## config.mk

```make
export PLATFORM = sky130hd
export DESIGN_NAME = irq_cp0
export DESIGN_NICKNAME = d
export VERILOG_FILES = /design/src/rtl/irq_cp0.sv
export SDC_FILE = /design/constraint.sdc
export NUM_CORES = 1
export LEC_CHECK = 0
export ABC_CLOCK_PERIOD_IN_PS = 2000
export CAP_MARGIN = 20
export CELL_PAD_IN_SITES_DETAIL_PLACEMENT = 1
export CELL_PAD_IN_SITES_GLOBAL_PLACEMENT = 1
export CORE_MARGIN = 3
export CORE_UTILIZATION = 24
export CTS_CLUSTER_SIZE = 10
export DETAILED_ROUTE_END_ITERATION = 10
export PLACE_DENSITY = 0.78
export REMOVE_ABC_BUFFERS = 1
export SKIP_CTS_REPAIR_TIMING = 1
export SLEW_MARGIN = 40
export SYNTH_ARGS = -nofsm -noshare
export SYNTH_HDL_FRONTEND = slang
export SYNTH_SLANG_ARGS = --single-unit
export TNS_END_PERCENT = 30
```

## constraint.sdc

```tcl
create_clock -name CLK -period 2 [get_ports CLK]
set_input_delay 0.5 -clock CLK [delete_from_list [all_inputs] [get_ports CLK]]
set_output_delay 0.5 -clock CLK [all_outputs]
set_load 0.02 [all_outputs]
```

## src/rtl/irq_cp0.sv

```systemverilog
// irq_cp0: CP0 SR/Cause/EPC/PRId registers, interrupt masking and trap/eret sequencing
module irq_cp0 #(
    parameter logic [31:0] PRID = 32'h0000_2018,
    parameter logic [31:0] VEC  = 32'h0000_4180
) (
    input  logic        CLK,
    input  logic        RST,
    input  logic [4:0]  ADDR,
    input  logic        WE,
    input  logic [31:0] WD,
    output logic [31:0] RD,
    input  logic [5:0]  HWInt,
    input  logic [31:0] VPC,
    input  logic        BD,
    input  logic        ExcValid,
    input  logic [4:0]  ExcCode,
    input  logic        EXLClr,
    output logic        IntReq,
    output logic [31:0] EPCOut,
    output logic [31:0] HandlerPC
);
    logic [5:0]  im;
    logic        exl;
    logic        ie;
    logic        cause_bd;
    logic [5:0]  cause_ip;
    logic [4:0]  cause_exc;
    logic [31:0] epc;
    logic        hw_hit;
    logic        exc_hit;
    logic [31:0] sr_val;
    logic [31:0] cause_val;

    assign hw_hit    = |(HWInt & im) & ie & ~exl;
    assign exc_hit   = ExcValid & ~exl;
    assign IntReq    = hw_hit | exc_hit;
    assign EPCOut    = epc;
    assign HandlerPC = VEC;
    assign sr_val    = {16'b0, im, 8'b0, exl, ie};
    assign cause_val = {cause_bd, 15'b0, cause_ip, 3'b0, cause_exc, 2'b0};

    always_comb begin
        RD = (ADDR == 5'd12) ? sr_val :
             (ADDR == 5'd13) ? cause_val :
             (ADDR == 5'd14) ? epc :
             (ADDR == 5'd15) ? PRID : 32'b0;
    end

    // epc low bits are masked on every write so they stay constant zero
    always_ff @(posedge CLK) begin
        if (RST) begin
            im        <= '0;
            exl       <= 1'b0;
            ie        <= 1'b0;
            cause_bd  <= 1'b0;
            cause_ip  <= '0;
            cause_exc <= '0;
            epc       <= '0;
        end else begin
            cause_ip <= HWInt;
            if (IntReq) begin
                exl       <= 1'b1;
                epc       <= (BD ? VPC - 32'd4 : VPC) & ~32'd3;
                cause_bd  <= BD;
                cause_exc <= hw_hit ? 5'd0 : ExcCode;
            end else if (EXLClr) begin
                exl <= 1'b0;
            end else if (WE) begin
                if (ADDR == 5'd12) begin
                    im  <= WD[15:10];
                    exl <= WD[1];
                    ie  <= WD[0];
                end
                if (ADDR == 5'd14)
                    epc <= WD & ~32'd3;
            end
        end
    end
endmodule

```

==> metrics.txt <==
clock tree buffer depth 2; Setup Viol. Count Final 53; failing checks negative setup slack; Setup crit start kind input port; max-slew violations 0; PwrDens 487 nW/um^2; Total Wirelength around 15 mm; Fmax about 0.46 GHz; fin worst setup slack -0.191 ns; Setup Skew 0.00882 ns; reg-to-reg startpoint im[2]; Avg WL per Cell 18.8 um; fillcell total approximately 1500; P&R area growth vs syn 87.0%; first-pass GRT wire length ~21 mm; Clk Latency, worst-skew pair just under 0.3 ns; Top FF cell, synth dfxtp_1; post-synthesis cell count 414; Final Hold Vio Count 0; clk root buf clkbuf_16; critical path type input port to flop; DRT iter0 DRCs ~120; Post-Place Cells approximately 800; Remaining Overflow, GRT 0; Syn. warnings 0; Final Non-Filler Cells ~810; # port buffers 146; Max-Cap Viols 0; initial antenna violation count 0; stages on the worst setup path 7; IO Count 183; Multi-input gate area 2410 um^2; min-delay src cause_bd; Crit. End Element flop; unrepaired setup endpoints after global routing yes; routability cong. 0.762; post-synthesis register bit count 50; DRC 0; Max-Slew Margin vs Limit 0.576; Worst Path Buf+Inv 2; nets 723; worst-margin pin slew 0.637 ns; Hold WS between 0.4 and 0.5 ns; r2r endpoint ie; core area 13400 um^2; share of post-route cells with drive strength above 1 0.358; FP Rows 42; Antenna diodes 0; Tot GR Track Use 0.170; Clock transition at path regs 0.07 ns; Required @ worst endpoint 2.21 ns; crit path cell chain clkbuf_2 -> or3_4 -> or4_4 -> buf_12 -> nor4_2 -> xnor2_1 -> a221oi_2; Setup crit start VPC[19]; storage element area 1000 um^2; CP max-delay cell or4_4; DR pass1 iterations 4; CTS tree built; vias in the first global route 4003; Post-DP HPWL 10.7 mm; DR vias between 3000 and 4000; maximum vdd ir drop about 0.00032 V; ys async rst share 0; Tcrit/Tclk final 1.10; Largest stage delay, worst path 0.56 ns; Mapped Avg Cell Area 8.04 um^2; end point of the critical path EPCOut[27]; R2R depth 9; Via density 4.74; Hold Path Class flop to flop; Post-Synthesis Cell Area about 3300 um^2; Worst path top cell family by delay simple AND/OR/NAND/NOR gates; Die ar. 15300 um^2; largest net degree at the start of global routing 33; Worst EP arrival around 2.4 ns; ANT nets after route 0; register area share after synthesis 0.301; min Tclk post-route around 2.2 ns; Die Width 124 um; CTS buffer count 5; Initial Util 0.248; Crit Path Max Fanout 8; status finished with violations; number of synthesized flops with an enable pin 0; Pleak roughly 2.6 nW; clock sinks 50; Die Y 124 um; post-synthesis cell type count 46; Reg2Reg Setup Slack -0.05 ns; htree depth 2
-- logic make-up (layout without fill, tap and decap cells) --
group	after synthesis	after routing	share of synthesized area
AOI/OAI and AO/OA	78	78	0.170
xor gates and xnor gates	29	29	0.0763
adders and majority gates	1	1	0.00376
buffers and inverters	67	257	0.117
DFF	50	50	0.301
muxes	12	12	0.0361
other	2	34	0.00226
and+or+nand+nor	175	176	0.294
-- cell type report --
cell class | instances | share of cell area
tap | 176 | 0.0354
clock inverter | 3 | 0.00704
sequential | 50 | 0.161
multi-input combinational | 330 | 0.387
clock buffer | 5 | 0.0201
timing repair buffer | 243 | 0.386
inverter | 6 | 0.00362
-- state kept, by name, indices dropped and copies added (netlist names) --
signal     count
EPCOut        30
ie             1
im             6
cause_bd       1
cause_exc      5
exl            1
cause_ip       6
-- report_power, final --
part	switching, mW	total [mW]	internal, mW
logic	0.457	0.919	0.461
clock network	0.401	0.995	0.593
registers	0.0540	1.12	1.06
total	0.913	3.03	2.12
-- cells in the mapped netlist, drive strengths merged, types with 2 or more instances --
| library cell | number | share of area |
|---|---|---|
| conb | 2 | 0.0023 |
| dfxtp | 50 | 0.30 |
| or3 | 4 | 0.0090 |
| inv | 6 | 0.0068 |
| xor2 | 7 | 0.018 |
| xnor2 | 22 | 0.058 |
| nor2b | 11 | 0.021 |
| nor3 | 11 | 0.017 |
| nor4b | 2 | 0.0053 |
| a211oi | 18 | 0.041 |
| or4 | 4 | 0.010 |
| mux2i | 12 | 0.036 |
| buf | 37 | 0.083 |
| nand3 | 4 | 0.0075 |
| o21ai | 2 | 0.0030 |
| a31oi | 2 | 0.0038 |
| nor4 | 15 | 0.052 |
| or2 | 2 | 0.0038 |
| nor2 | 46 | 0.052 |
| and2 | 27 | 0.051 |
| a311oi | 12 | 0.032 |
| a221oi | 9 | 0.026 |
| a22oi | 12 | 0.027 |
| clkbuf | 24 | 0.027 |
| a21oi | 19 | 0.029 |
| nand2 | 41 | 0.046 |
| nand4 | 3 | 0.0056 |
-- metal layers --
metal	vias up	part of all wire	GRT usage
met5	-	0	0
met4	0	0.022	0.0263
met3	25	0.073	0.0377
met2	160	0.52	0.319
met1	1832	0.39	0.201
li1	1840	-	-
-- layout by cell type (no fill, tap or decap), types with 3 or more instances in the layout --
cell type and count:
and2_1 8, a21oi_2 4, clkbuf_2 8, buf_4 84
a221oi_2 4, nor4_4 6, clkbuf_16 7, buf_6 23
mux2i_1 11, xnor2_1 21, nand3_1 3, and2_4 19
or4_4 5, nor3_1 5, a21oi_1 15, a211oi_1 11
clkdlybuf4s50_1 86, a22oi_2 3, nand2_1 40, nand4_1 3
nor3_2 5, xor2_1 7, dlymetal6s2s_1 22, a211oi_2 7
buf_8 3, a311oi_1 12, dfxtp_1 49, nor4_2 7
conb_1 34, a22oi_1 9, inv_1 4, a221oi_1 5
nor2_1 44, buf_12 11, nor2b_1 9, buf_2 4
-- how the worst min path moves through the flow --
stage	slack [ns]	end	cells after the start
finish	0.48	cause_bd	2
CTS	0.48	cause_bd	2
global route	0.50	cause_bd	2
detailed placement	0.47	cause_bd	2
global placement	0.46	cause_bd	2
floorplan	0.43	cause_bd	2
-- worst reg2reg max path, stage by stage (launching register included) --
cell and delay (ns):
dfxtp_1 0.33, a22oi_2 0.22, a31oi_2 0.16, o21bai_2 0.20, inv_2 0.08, buf_6 0.15, nor4b_4 0.35, buf_6 0.20
mux2i_1 0.19, nor2_1 0.05
-- per-stage QoR --
step,area (um^2),setup WS [ns],power (mW),TNS (ns),util
floorplan,3080,-2.61,1.45,-77.25,-
global placement,5520,-0.878,1.94,-51.59,0.412
detailed placement,5520,-0.919,1.97,-55.52,0.412
CTS,5690,-0.957,2.97,-43.54,0.425
global route,6220,-0.258,3.16,-7.20,0.465
finish,6220,-0.191,3.03,-4.09,0.465
Note: power is estimated with default switching activity, not from simulation.
